--- config.mk ---
export PLATFORM = sky130hd
export DESIGN_NAME = iic_share_arb
export DESIGN_NICKNAME = d
export VERILOG_FILES = /design/src/rtl/iic_share_arb.sv
export SDC_FILE = /design/constraint.sdc
export NUM_CORES = 1
export LEC_CHECK = 0
export ABC_AREA = 1
export CAP_MARGIN = 20
export CORE_MARGIN = 1
export CORE_UTILIZATION = 48
export CTS_BUF_LIST = sky130_fd_sc_hd__clkbuf_4
export CTS_CLUSTER_DIAMETER = 30
export CTS_CLUSTER_SIZE = 30
export DETAILED_ROUTE_END_ITERATION = 12
export PLACE_DENSITY = 0.88
export SETUP_SLACK_MARGIN = 0.3
export SLEW_MARGIN = 25
export SYNTH_ARGS = -nofsm -noshare
export SYNTH_HDL_FRONTEND = slang
export SYNTH_SLANG_ARGS = --single-unit
--- constraint.sdc ---
create_clock -name clk_i -period 4 [get_ports clk_i]
set_clock_uncertainty 0.2 [all_clocks]
set_input_delay 0.8 -clock clk_i [delete_from_list [all_inputs] [get_ports clk_i]]
set_output_delay 0.8 -clock clk_i [all_outputs]
set_load 0.02 [all_outputs]
--- src/rtl/iic_share_arb.sv ---
// ============================================================================
// Module   : iic_share_arb
// Purpose  : Round-robin arbiter/sequencer sharing one en/busy-handshake I2C
//            master between NREQ requesters. Latches the winning request's
//            master fields, runs the handshake, returns read data with a
//            per-requester done pulse, and times out a hung master or bus.
// Ports    : clk_i, rst_n (sync, active-low)
//            req_i/wr_data_i/wr_cnt_i/rd_cnt_i/mode_i : per-requester request
//            gnt_o/done_o/err_o/rd_data_o             : per-requester status
//            m_*_o / m_busy_i / m_rd_data_i           : I2C master interface
// Revision : 1.0 - initial release
// ============================================================================
`default_nettype none

module iic_share_arb #(
   parameter int          NREQ     = 2,
   parameter logic [15:0] START_TO = 16'd1000,
   parameter logic [23:0] RUN_TO   = 24'd2000000
) (
   input  logic                 clk_i,
   input  logic                 rst_n,
   input  logic [NREQ-1:0]      req_i,
   input  logic [NREQ*32-1:0]   wr_data_i,
   input  logic [NREQ*8-1:0]    wr_cnt_i,
   input  logic [NREQ*8-1:0]    rd_cnt_i,
   input  logic [NREQ-1:0]      mode_i,
   output logic [NREQ-1:0]      gnt_o,
   output logic [NREQ-1:0]      done_o,
   output logic                 err_o,
   output logic [31:0]          rd_data_o,
   output logic [31:0]          m_wr_data_o,
   output logic [7:0]           m_wr_cnt_o,
   output logic [7:0]           m_rd_cnt_o,
   output logic                 m_mode_o,
   output logic                 m_en_o,
   input  logic                 m_busy_i,
   input  logic [31:0]          m_rd_data_i
);

   localparam int          IDXW       = (NREQ > 1) ? $clog2(NREQ) : 1;
   localparam logic [23:0] START_LAST = {8'd0, START_TO} - 24'd1;
   localparam logic [23:0] RUN_LAST   = RUN_TO - 24'd1;

   typedef enum logic [1:0] {
      S_IDLE   = 2'd0,
      S_LAUNCH = 2'd1,
      S_RUN    = 2'd2,
      S_DONE   = 2'd3
   } state_t;

   state_t            state_q, state_d;
   logic [23:0]       timer_q, timer_d;
   logic [IDXW-1:0]   last_q, last_d;
   logic [IDXW-1:0]   idx_q, idx_d;
   logic [NREQ-1:0]   gnt_q, gnt_d;
   logic              err_flag_q, err_flag_d;
   logic [31:0]       rd_data_q, rd_data_d;
   logic [31:0]       m_wr_data_q, m_wr_data_d;
   logic [7:0]        m_wr_cnt_q, m_wr_cnt_d;
   logic [7:0]        m_rd_cnt_q, m_rd_cnt_d;
   logic              m_mode_q, m_mode_d;
   logic              m_en_q, m_en_d;

   // Per-requester views of the packed request buses
   logic [31:0] req_wr_data [NREQ];
   logic [7:0]  req_wr_cnt  [NREQ];
   logic [7:0]  req_rd_cnt  [NREQ];

   for (genvar g = 0; g < NREQ; g++) begin : g_slice
      assign req_wr_data[g] = wr_data_i[g*32 +: 32];
      assign req_wr_cnt[g]  = wr_cnt_i[g*8 +: 8];
      assign req_rd_cnt[g]  = rd_cnt_i[g*8 +: 8];
   end

   // Round-robin search: first set request strictly after the last winner,
   // wrapping, so the last winner is considered last.
   logic            win_found;
   logic [IDXW-1:0] win_idx;
   logic [IDXW-1:0] cand;

   always_comb begin
      win_found = 1'b0;
      win_idx   = '0;
      cand      = last_q;
      for (int k = 0; k < NREQ; k++) begin
         if (cand == IDXW'(NREQ-1)) cand = '0;
         else                       cand = cand + 1'b1;
         if (!win_found && req_i[cand]) begin
            win_found = 1'b1;
            win_idx   = cand;
         end
      end
   end

   always_ff @(posedge clk_i) begin
      if (!rst_n) begin
         state_q     <= S_IDLE;
         timer_q     <= '0;
         last_q      <= IDXW'(NREQ-1);
         idx_q       <= '0;
         gnt_q       <= '0;
         err_flag_q  <= 1'b0;
         rd_data_q   <= '0;
         m_wr_data_q <= '0;
         m_wr_cnt_q  <= '0;
         m_rd_cnt_q  <= '0;
         m_mode_q    <= 1'b0;
         m_en_q      <= 1'b0;
      end else begin
         state_q     <= state_d;
         timer_q     <= timer_d;
         last_q      <= last_d;
         idx_q       <= idx_d;
         gnt_q       <= gnt_d;
         err_flag_q  <= err_flag_d;
         rd_data_q   <= rd_data_d;
         m_wr_data_q <= m_wr_data_d;
         m_wr_cnt_q  <= m_wr_cnt_d;
         m_rd_cnt_q  <= m_rd_cnt_d;
         m_mode_q    <= m_mode_d;
         m_en_q      <= m_en_d;
      end
   end

   always_comb begin
      state_d     = state_q;
      timer_d     = timer_q;
      last_d      = last_q;
      idx_d       = idx_q;
      gnt_d       = gnt_q;
      err_flag_d  = err_flag_q;
      rd_data_d   = rd_data_q;
      m_wr_data_d = m_wr_data_q;
      m_wr_cnt_d  = m_wr_cnt_q;
      m_rd_cnt_d  = m_rd_cnt_q;
      m_mode_d    = m_mode_q;
      m_en_d      = m_en_q;

      case (state_q)
         S_IDLE: begin
            if (win_found) begin
               gnt_d          = '0;
               gnt_d[win_idx] = 1'b1;
               idx_d          = win_idx;
               // Master fields are frozen here for the whole transaction
               m_wr_data_d    = req_wr_data[win_idx];
               m_wr_cnt_d     = req_wr_cnt[win_idx];
               m_rd_cnt_d     = req_rd_cnt[win_idx];
               m_mode_d       = mode_i[win_idx];
               m_en_d         = 1'b1;
               timer_d        = '0;
               state_d        = S_LAUNCH;
            end
         end

         S_LAUNCH: begin
            if (m_busy_i) begin
               m_en_d  = 1'b0;
               timer_d = '0;
               state_d = S_RUN;
            end else if (timer_q == START_LAST) begin
               m_en_d     = 1'b0;
               err_flag_d = 1'b1;
               state_d    = S_DONE;
            end else if (timer_q != '1) begin
               timer_d = timer_q + 24'd1;
            end
         end

         S_RUN: begin
            if (!m_busy_i) begin
               rd_data_d = m_rd_data_i;
               state_d   = S_DONE;
            end else if (timer_q == RUN_LAST) begin
               err_flag_d = 1'b1;
               state_d    = S_DONE;
            end else if (timer_q != '1) begin
               timer_d = timer_q + 24'd1;
            end
         end

         S_DONE: begin
            last_d     = idx_q;
            err_flag_d = 1'b0;
            gnt_d      = '0;
            state_d    = S_IDLE;
         end

         default: state_d = S_IDLE;
      endcase
   end

   // Done/err are decoded from the DONE state so they last exactly one cycle
   assign done_o      = (state_q == S_DONE) ? gnt_q : '0;
   assign err_o       = (state_q == S_DONE) && err_flag_q;
   assign gnt_o       = gnt_q;
   assign rd_data_o   = rd_data_q;
   assign m_wr_data_o = m_wr_data_q;
   assign m_wr_cnt_o  = m_wr_cnt_q;
   assign m_rd_cnt_o  = m_rd_cnt_q;
   assign m_mode_o    = m_mode_q;
   assign m_en_o      = m_en_q;

endmodule

`default_nettype wire

==> results of run 1 <==
## placed cells by master (no fill, tap or decap), types with 4 or more instances in the layout
cell type / Yosys / final
clkdlybuf4s50_1: 0 / 220
nor2_2: 8 / 9
inv_2: 4 / 4
clkinv_1: 3 / 6
clkinvlp_4: 0 / 5
nand2_1: 211 / 210
nor2_1: 122 / 121
nor2_4: 5 / 5
nand2_2: 8 / 9
dfxtp_1: 113 / 113
nand3_1: 44 / 44
a31oi_1: 49 / 49
clkbuf_4: 0 / 17
buf_4: 1 / 7
ha_1: 6 / 6
nand4_1: 7 / 7
inv_1: 51 / 51
o21ai_0: 84 / 84
a21oi_1: 24 / 24
## tightest hold or removal path, stage by stage, from the launching register on
cell	delay [ns]
dfxtp_1	0.33
nand2_1	0.06
a21oi_1	0.05
## metrics by stage
| step | hold slack [ns] | setup slack, ns | instances |
|---|---|---|---|
| 4_1_cts | 0.271 | 0.844 | 1156 |
| 6_report | 0.272 | 0.882 | 1156 |
| 3_5_place_dp | 0.256 | 0.900 | 1125 |
| 2_1_floorplan | 0.229 | 2.00 | 801 |
| 5_1_grt | 0.296 | 0.751 | 1156 |
| 3_3_place_gp | 0.248 | 0.990 | 1125 |
## path summary, 6_finish.rpt
path	startpoint	cells past startpoint	slack, ns	to
max	state_q[0]	4	0.88	done_o[0]
min	err_flag_q	2	0.27	err_flag_q
max reg2reg	state_q[0]	11	1.36	timer_q[10]
min reg2reg	err_flag_q	2	0.27	err_flag_q
## power breakdown
part	internal [W]	leakage [nW]	switching [W]	total (W)
logic	0.000849	2.21	0.00116	0.00201
clock network	0.000365	0.129	0.000464	0.000829
registers	0.00139	0.927	0.000151	0.00154
## cells by family after synthesis
logic type / share of synthesized area
simple gates: 0.323
compound gates: 0.168
fa+ha+maj: 0.0139
flops: 0.418
buf+inv: 0.0783
## routing by layer
| metal | GRT usage | up-vias | share of wire |
|---|---|---|---|
| met2 | 0.482 | 230 | 0.48 |
| met5 | 0 | - | 0 |
| li1 | - | 3029 | - |
| met1 | 0.353 | 2790 | 0.40 |
| met4 | 0.118 | 0 | 0.029 |
| met3 | 0.110 | 31 | 0.086 |
## Yosys cell counts, drive strengths merged
| library cell | count | area share |
|---|---|---|
| dfxtp | 113 | 0.42 |
| clkinv | 3 | 0.0021 |
| nor2 | 135 | 0.10 |
| nor3 | 4 | 0.0046 |
| o21ai | 86 | 0.079 |
| inv | 55 | 0.038 |
| nand4 | 7 | 0.0081 |
| nand3 | 47 | 0.046 |
| a21oi | 27 | 0.028 |
| nand3b | 2 | 0.0028 |
| buf | 10 | 0.014 |
| clkbuf | 35 | 0.024 |
| a31oi | 49 | 0.057 |
| ha | 6 | 0.014 |
| nand2 | 219 | 0.16 |
| o221ai | 1 | 0.0016 |
| and3 | 1 | 0.0012 |
| a211oi | 1 | 0.0014 |
## registers in the layout, indices dropped and copies added (netlist names), 2 cells and up
name and flops:
m_wr_data_o 32, rd_data_o 32, timer_q 24, m_rd_cnt_o 8, m_wr_cnt_o 8, gnt_o 2
state_q 2
## layout make-up
type / instances / area share
Sequential cell: 113 / 0.285
Tap cell: 140 / 0.0221
Multi-Input combinational cell: 585 / 0.345
Clock buffer: 17 / 0.0161
Clock inverter: 14 / 0.0176
Inverter: 58 / 0.0274
Timing Repair Buffer: 229 / 0.287
==> results.txt, run 1 <==
Layout cells sized above 1: 0.0699
Row count: 38
Min-Delay Path Class: register to register
Die Span X: 108 µm
First-pass DRT Iterations: 5
Layout Nets: 1145
Placed cell areas: 7680 µm²
# clock sinks: 113
Final Wtd Congestion: 0.874
Slowest stage cell, crit path: clkdlybuf4s50_1
Final Util: 0.726
Final Cycle Share: 0.779
#FFs+latches synth: 113
Worst Setup Start Kind: register
Syn Inst Count: 801
Drt total wl: 17400 µm
Largest net degree at the start of global routing: 75
Post-synthesis sequential area ratio: 0.418
Initial antenna violation count: 0
Max incr delay on CP: 0.62 ns
Die Ht: 108 µm
Static Leak: 3.26 nW
IO Count: 222
Clock transition at the registers of the reported paths: 0.11 ns
Worst-path cell chain: ha_1 -> nand2_1 -> inv_1 -> clkdlybuf4s50_1
Syn nets: 942
Hpwl dp: 12700 µm
Status: complete, no violations
Initial Utilization: 0.495
Antenna Nets Post-Route: 0
Vias in the first global route: 5532
Global-route wire length before repair: 26800 µm
Vias/cell: 5.26
Synth warn: 0
Worst EP required: 3.00 ns
Core area: 10900 µm²
DRC viols: 0
Clock tree buffer depth: 2
Post-CTS sizing: 0
Slew Viols, Final: 0
Min cycle time layout: 3.12 ns
CTS tree: yes
Pwr dens: 552 nW/µm²
GRT Total Usage: 0.297
Least-Margin Pin Slew: 0.970 ns
Reg area: 2260 µm²
CP endpoint kind: primary output
Mapped Area: 5420 µm²
Crit path DAT: 2.12 ns
Critical path start-end classification: register to primary output
Mean area per synthesized cell: 6.76 µm²
Syn-to-layout area delta: 46.7%
Maximum clock rate: 0.321 GHz
Maxcap violations: 0
Port bufs: 221
Power, Total: 0.00439 W
Final hold vios: 0
Multi-input logic area: 2740 µm²
Num CTS Buffers: 17
RSZ-0062 raised after global routing: false
CP max FO: 7
DRT iter0 DRCs: 423
Final setup violation count: 0
Diodes inserted: 0
GRT overflow: 0
Post-CTS Hold Fix Bufs: 0
VDD IR-drop max: 0.000448 V
Delay-heaviest family, CP: buffers and inverters
Clk_lat worst skew: 0.50 ns
DR vias: 6080
Post-route setup TNS: 0 ns
WL/cell: 15.1 µm
Design area: 7940 µm²
H-tree depth: 4
Die area: 11700 µm²
Relative slew slack: 0.353
Postcts setup bufs: 0
CP bufs+invs: 2
Fillers: 893
Root Driver: clkbuf_4
Library cells used by synthesis: 30
Power figures use the tool's default switching activity.
==> run 2, diff against run 1 <==
- CORE_UTILIZATION: 48 -> 40
- PLACE_DENSITY: 0.88 -> 0.78
- clock period: 4 -> 2.7 ns (I/O delays scaled with it)
==> results.txt, run 2 (same netlist as run 1, synthesis figures left out) <==
Status: complete, no violations
Vias/cell: 5.03 (-4.3%)
Most frequent cells in the layout: 216 x clkdlybuf4s50_1, 210 x nand2_1, 121 x nor2_1
Clock tree buffer depth: 2 (unchanged)
Commonest non-fill, non-tap cell in the layout: clkdlybuf4s50_1
Initial antenna violation count: 1 (+1)
Pwr dens: 840 nW/µm² (+52%)
Largest net degree at the start of global routing: 99 (+32%)
Worst setup margin: 0.391 ns (-0.491 ns)
CP endpoint kind: primary output
Worst Setup Start Kind: register
FF-to-FF setup slack: 0.54 ns (-0.82 ns)
Min-Delay Path Depth: 2 (unchanged)
Vias in the first global route: 5843 (+5.6%)
Fillers: 1214 (+36%)
Slowest stage cell, crit path: clkdlybuf4s50_1
Antenna Nets Post-Route: 0 (unchanged)
CP max FO: 2 (-5)
Relative slew slack: 0.603 (+0.250)
First-pass DRT Iterations: 5 (unchanged)
Worst r2r src: timer_q[0]
Initial Utilization: 0.409 (-0.0863)
Max incr delay on CP: 0.66 ns (+0.04 ns)
Least-Margin Pin Slew: 0.596 ns (-0.374 ns)
Die Span X: 118 µm (+9.4%)
Final setup violation count: 0 (unchanged)
Core area: 13200 µm² (+21%)
Worst EP required: 1.96 ns (-1.04 ns)
Die Ht: 118 µm (+9.4%)
Crit path DAT: 1.57 ns (-0.55 ns)
Die area: 14000 µm² (+20%)
DRC viols: 0 (unchanged)
CP bufs+invs: 1 (-1)
# clock sinks: 113 (unchanged)
Worst Hold Margin: 0.279 ns (+0.00749 ns)
R2R depth: 10 (-1)
CTS tree: yes
H-tree depth: 4 (unchanged)
Layout Nets: 1151 (+0.52%)
IO Count: 222 (unchanged)
Critical path start-end classification: register to primary output
Row count: 42 (+11%)
Final Wtd Congestion: 0.885 (+1.3%)
Static Leak: 3.36 nW (+3.0%)
Hpwl dp: 13000 µm (+2.3%)
WL/cell: 14.8 µm (-1.8%)
Port bufs: 221 (unchanged)
Maxcap violations: 0 (unchanged)
Final hold vios: 0 (unchanged)
Reg-to-reg endpoint: timer_q[3]
DRT iter0 DRCs: 373 (-12%)
Final Util: 0.616 (-0.111)
Root Driver: clkbuf_4
Syn-to-layout area delta: 50.6%
VDD IR-drop max: 0.000501 V (+12%)
Min cycle time layout: 2.31 ns
Pre-CTS WS: 0.244 ns (-0.656 ns)
GRT Total Usage: 0.263 (-0.0337)
Clock transition at the registers of the reported paths: 0.11 ns (about the same)
Maximum clock rate: 0.433 GHz
Slew Viols, Final: 0 (unchanged)
Layout cells sized above 1: 0.0821 (+0.0122)
Post-CTS Hold Fix Bufs: 0 (unchanged)
RSZ-0062 raised after global routing: false
Min-Delay Path Class: register to register
Post-route setup TNS: 0 ns (unchanged)
GRT overflow: 0 (unchanged)
Clk_lat worst skew: 0.54 ns (+0.04 ns)
Delay-heaviest family, CP: buffers and inverters
Final Cycle Share: 0.855
Global-route wire length before repair: 29100 µm (+8.8%)
Drt total wl: 17800 µm (+2.1%)
DR vias: 6042 (-0.63%)
WHS Endpoint: last_q
HP Start: idx_q
Num CTS Buffers: 17 (unchanged)
Worst-path cell chain: clkdlybuf4s50_1
[run 2: where the power goes]
group          total, W  internal (W)  leakage (nW)  switching, W
logic           0.00309       0.00132          2.26       0.00177
registers       0.00229       0.00207         0.928      0.000217
clock network   0.00147      0.000743         0.172      0.000730
[run 2: metal layers]
metal | GRT usage | up-vias | routed length [µm]
li1 | - | 3040 | -
met1 | 0.295 | 2752 | 7160
met2 | 0.436 | 205 | 8540
met3 | 0.101 | 45 | 1430
met4 | 0.125 | 0 | 635
met5 | 0 | - | 0
[run 2: stage by stage]
stage / cells / area (µm²) / power [W]
floorplan: 801 / 5420 / 0.00408
global placement: 1167 / 7790 / 0.00534
detailed placement: 1167 / 7790 / 0.00538
CTS: 1199 / 8140 / 0.00687
global route: 1200 / 8150 / 0.00732
finish: 1201 / 8150 / 0.00685
[run 2: area by class of cell]
class,count,area (µm²),share of cell area
Tap cell,176,220,0.0270
Sequential cell,113,2270,0.278
Antenna cell,2,5.00,0.000614
Inverter,58,218,0.0267
Timing Repair Buffer,235,2350,0.288
Clock buffer,17,128,0.0157
Clock inverter,15,205,0.0252
Multi-Input combinational cell,585,2760,0.339
[run 2: worst max path at each step]
stage / from / to / cells after the start
floorplan: state_q[0] / timer_q[6] / 12
global placement: m_busy_i / timer_q[17] / 9
detailed placement: m_busy_i / timer_q[23] / 9
CTS: state_q[1] / done_o[1] / 4
global route: m_wr_cnt_o[2] / m_wr_cnt_o[2] / 1
finish: m_wr_cnt_o[2] / m_wr_cnt_o[2] / 1
[run 2: repair_timing]
action / 4_1_cts / 5_1_grt
gates resized for setup: 10 / 5
setup endpoints to repair: 3 / 16
pin swaps: 0 / 1
setup buffers: 0 / 0
cloned: 0 / 0
